## src/rtl/spike_fifo.sv

```systemverilog
// Synchronous FIFO with sticky overflow/underflow flags and flush.
// Define SPIKE_FIFO_FWFT_EN for first-word-fall-through reads; default is registered 1-cycle read.

`ifndef DATA_WIDTH
`define DATA_WIDTH 8
`endif
`ifndef BUFFER_DEPTH
`define BUFFER_DEPTH 16
`endif

module spike_fifo #(
  parameter int  DATA_WIDTH    = `DATA_WIDTH,
  parameter int  DEPTH         = `BUFFER_DEPTH,
  parameter int  AFULL_THRESH  = DEPTH - 1,
  parameter int  AEMPTY_THRESH = 1,
  localparam int CNT_W         = $clog2(DEPTH + 1)
) (
  input  logic                  clk,
  input  logic                  reset_n,
  input  logic                  flush,
  input  logic [DATA_WIDTH-1:0] din,
  input  logic                  din_valid,
  output logic                  din_ready,
  input  logic                  read_en,
  output logic [DATA_WIDTH-1:0] dout,
  output logic                  dout_valid,
  output logic                  empty,
  output logic                  full,
  output logic                  almost_empty,
  output logic                  almost_full,
  output logic [CNT_W-1:0]      count,
  output logic                  overflow,
  output logic                  underflow
);

  localparam int PTR_W = $clog2(DEPTH);

  logic [DATA_WIDTH-1:0] mem [DEPTH];
  logic [PTR_W-1:0]      wr_ptr;
  logic [PTR_W-1:0]      rd_ptr;
  logic                  wr_accept;
  logic                  rd_accept;

  // DEPTH need not be a power of two, so wrap is an explicit compare.
  function automatic logic [PTR_W-1:0] ptr_inc(input logic [PTR_W-1:0] p);
    return (p == PTR_W'(DEPTH - 1)) ? '0 : p + PTR_W'(1);
  endfunction

  assign empty        = (count == '0);
  assign full         = (count == CNT_W'(DEPTH));
  assign almost_empty = (count <= CNT_W'(AEMPTY_THRESH));
  assign almost_full  = (count >= CNT_W'(AFULL_THRESH));
  assign din_ready    = !full;

  assign wr_accept = din_valid && !full;
  assign rd_accept = read_en && !empty;

  always_ff @(posedge clk or negedge reset_n) begin
    if (!reset_n) begin
      wr_ptr    <= '0;
      rd_ptr    <= '0;
      count     <= '0;
      overflow  <= 1'b0;
      underflow <= 1'b0;
    end else if (flush) begin
      wr_ptr    <= '0;
      rd_ptr    <= '0;
      count     <= '0;
      overflow  <= 1'b0;
      underflow <= 1'b0;
    end else begin
      if (wr_accept) wr_ptr <= ptr_inc(wr_ptr);
      if (rd_accept) rd_ptr <= ptr_inc(rd_ptr);
      if (wr_accept && !rd_accept)      count <= count + CNT_W'(1);
      else if (rd_accept && !wr_accept) count <= count - CNT_W'(1);
      if (din_valid && full) overflow  <= 1'b1;
      if (read_en && empty)  underflow <= 1'b1;
    end
  end

  always_ff @(posedge clk) begin
    if (wr_accept && !flush) mem[wr_ptr] <= din;
  end

`ifdef SPIKE_FIFO_FWFT_EN
  assign dout       = empty ? '0 : mem[rd_ptr];
  assign dout_valid = !empty;
`else
  always_ff @(posedge clk or negedge reset_n) begin
    if (!reset_n) begin
      dout       <= '0;
      dout_valid <= 1'b0;
    end else if (flush) begin
      dout_valid <= 1'b0;
    end else begin
      dout_valid <= rd_accept;
      if (rd_accept) dout <= mem[rd_ptr];
    end
  end
`endif

endmodule
```

## config.mk

```make
export PLATFORM = sky130hd
export DESIGN_NAME = spike_fifo
export DESIGN_NICKNAME = d
export VERILOG_FILES = /design/src/rtl/spike_fifo.sv
export SDC_FILE = /design/constraint.sdc
export NUM_CORES = 1
export LEC_CHECK = 0
export ABC_AREA = 1
export CAP_MARGIN = 20
export CORE_MARGIN = 2
export CORE_UTILIZATION = 30
export DETAILED_ROUTE_END_ITERATION = 10
export PLACE_DENSITY_LB_ADDON = 0.15
export SLEW_MARGIN = 20
export SYNTH_ARGS = -nofsm -noshare
export SYNTH_HDL_FRONTEND = slang
export SYNTH_SLANG_ARGS = --single-unit
```

## constraint.sdc

```tcl
create_clock -name clk -period 2.5 [get_ports clk]
set_input_delay 0.25 -clock clk [delete_from_list [all_inputs] [get_ports clk]]
set_output_delay 0.25 -clock clk [all_outputs]
set_load 0.02 [all_outputs]
```

==> run metrics <==
status finished, final reports clean; GR Util met1 19.4%; final setup vio count 0; Max-Cap Viols 0; effective utilization at floorplan 30.7%; Synth Cell Area 6990 µm²; Worst Setup SP count[0]; Layout area overhead 20.0%; post-synth cell types 31; GRT busiest layer met2; average routed wire per standard cell between 15 and 20 µm; drt pass-1 iters 5; setup_tns 0 ns; Startpoint Class flop; HP Class in2async; Clk pin slew, worst setup/hold paths approximately 0.060 ns; top cells by area, synth edfxtp_1 (55%), nand2_1 (12%), dfrtp_1 (8.6%); IO Pins 34; htree depth 4; Post-synth EDFFs 128; register area share after synthesis between 60% and 70%; YS warnings 0; DRC 0; Worst Path Class, Setup reg2out; Sw Share 32.2%; Final Max Tran Viols 0; Clock Power Share 33.7%; nets around 790; clk sinks 152; antenna violations before repair 0; Die X between 150 and 200 µm; clock buffer count from CTS 17; Die ar. 24,500 µm²; Worst VDD drop between 400 and 500 µV; pwr/cell area 909 nW/µm²; post-synthesis register bit count approximately 150; met2 Use GR 25.7%; Hold Slack 0.195 ns; commonest cells after routing, fill and taps aside nand2_1 (224), edfxtp_1 (128), nand3_1 (115); Multi-input gate area 1910 µm²; Filler cells 2,290; clock latency at the later pin of the worst-skew pair 0.43 ns; combinational cell fraction of total power between 20% and 30%; Vias/cell between 4 and 5; Leak 0.00363 µW; Flop pwr share between 30% and 40%; endpoint class of the critical path output pin; Post-Layout Cell Count 1,091; site row count 55; cell count after placement 1,059; CP Max Fanout 6; internal power around 5200 µW; Final period util 94.8%; largest net degree at the start of global routing 67; fmax 422 MHz; first-pass GRT wire length 27,400 µm; Critical R2R Launch count[0]; GR Overflow Total 0; top cell type by total area after synthesis edfxtp_1; Post-synth top flop edfxtp_1; RSZ-0062 raised after global routing false; share of layout cells above drive strength 1 a little over a tenth; Syn Inst Count 708; ANT cells 0; Tmin final 2.37 ns; port buffer count 33; WP data required 2.25 ns; drt first-iter violations 340; core area 22,800 µm²; Seq. cell area 4450 µm²; pre-CTS setup slack 0.301 ns; Via Count 4,852; Synth top area share 55.0%; final antenna-violating net count 0; overall power 7630 µW; post-DP HPWL 12,000 µm; clock root buffer master clkbuf_16; post-synthesis average cell area 9.87 µm²; CTS tree done; r2r setup slk 0.32 ns; chip height 157 µm; clk buf depth 2; Async SR Flop Fraction 15.8%; vias in the first global route 4,844; setup ws final 0.130 ns; routability cong. 0.869; endpoints failing hold 0; Syn Nets approximately 730; Worst slew margin 56.3%; grt met3 use 3.16%; Sw Pwr 2450 µW; critical path arrival 2.12 ns; Fin Clk Skew between 0.009 and 0.01 ns; most common cell after layout, fill and taps aside nand2_1; Slew @ Worst Pin 0.656 ns; total setup buffers inserted after CTS 0; Tot GR Track Use 15.3%; overall routed net length 17,500 µm
==> critical path, cell delays in order, from the launching register on <==
cell and delay, ns:
dfrtp_1 0.44, inv_1 0.16, ha_1 0.22, nand2_2 0.08, nor2_4 0.16, clkdlybuf4s50_1 0.63
==> routing by layer <==
layer | vias up | wire (µm) | share of wire (%)
met2 | 97 | 8550 | 49
met5 | - | 0 | 0
met4 | 0 | 437 | 2.5
met1 | 2334 | 7840 | 45
met3 | 29 | 646 | 3.7
li1 | 2392 | - | -
==> flip-flops by register name, summed over array words and instances (netlist names) <==
register    cells
dout            8
wr_ptr          4
underflow       1
rd_ptr          4
mem           128
overflow        1
dout_valid      1
count           5
==> synth_stat cells (all sizes together) (2+ instances only) <==
| cell | number |
|---|---|
| nand2 | 231 |
| edfxtp | 128 |
| inv | 115 |
| nand3 | 115 |
| nor2 | 26 |
| buf | 25 |
| dfrtp | 24 |
| o21ai | 14 |
| ha | 10 |
| clkbuf | 4 |
| a21oi | 3 |
| o22ai | 3 |
| a21boi | 2 |
| clkinv | 2 |
| nand4 | 2 |
==> what timing repair did <==
action | CTS | global route
resized for setup | 0 | 2
hold buffers | 0 | 0
setup endpoints to repair | 0 | 2
==> through the flow <==
stage                     area (µm²)  util [%]
after floorplan                 6990         -
after global placement          7790      34.2
after detailed placement        7790      34.2
after CTS                       8380      36.8
after global routing            8390      36.8
final                           8390      36.8
==> power groups by stage <==
| stage | clock network [µW] | logic [µW] | registers, µW |
|---|---|---|---|
| 5_1_grt | 2710 | 2260 | 3060 |
| 3_5_place_dp | 0 | 2050 | 3080 |
| 2_1_floorplan | 0 | 1250 | 3160 |
| 6_report | 2570 | 2020 | 3030 |
| 4_1_cts | 2620 | 2060 | 3030 |
| 3_3_place_gp | 0 | 2060 | 3070 |
==> cell families after synthesis <==
family / synth area share [%]
AOI/OAI and AO/OA: 1.92
xor gates and xnor gates: 0.251
adders and majority gates: 1.79
buffers and inverters: 8.99
DFF: 63.6
and+or+nand+nor: 23.4
==> area by class of cell <==
| class | instances | area share [%] |
|---|---|---|
| sequential | 152 | 53.0 |
| multi-input combinational | 410 | 22.8 |
| timing repair buffer | 67 | 7.19 |
| inverter | 117 | 5.27 |
| clock buffer | 20 | 5.21 |
| tap | 313 | 4.67 |
| clock inverter | 12 | 1.84 |
==> worst paths after layout <==
path / cells past startpoint / endpoint
worst min register to register: 2 / dout[0]
worst max-delay path: 5 / full
max in group asynchronous: 2 / rd_ptr[0]
worst min-delay path: 2 / wr_ptr[0]
worst max register to register: 8 / mem[2][6]
min in group clk: 2 / dout[0]
Power figures use the tool's default switching activity.
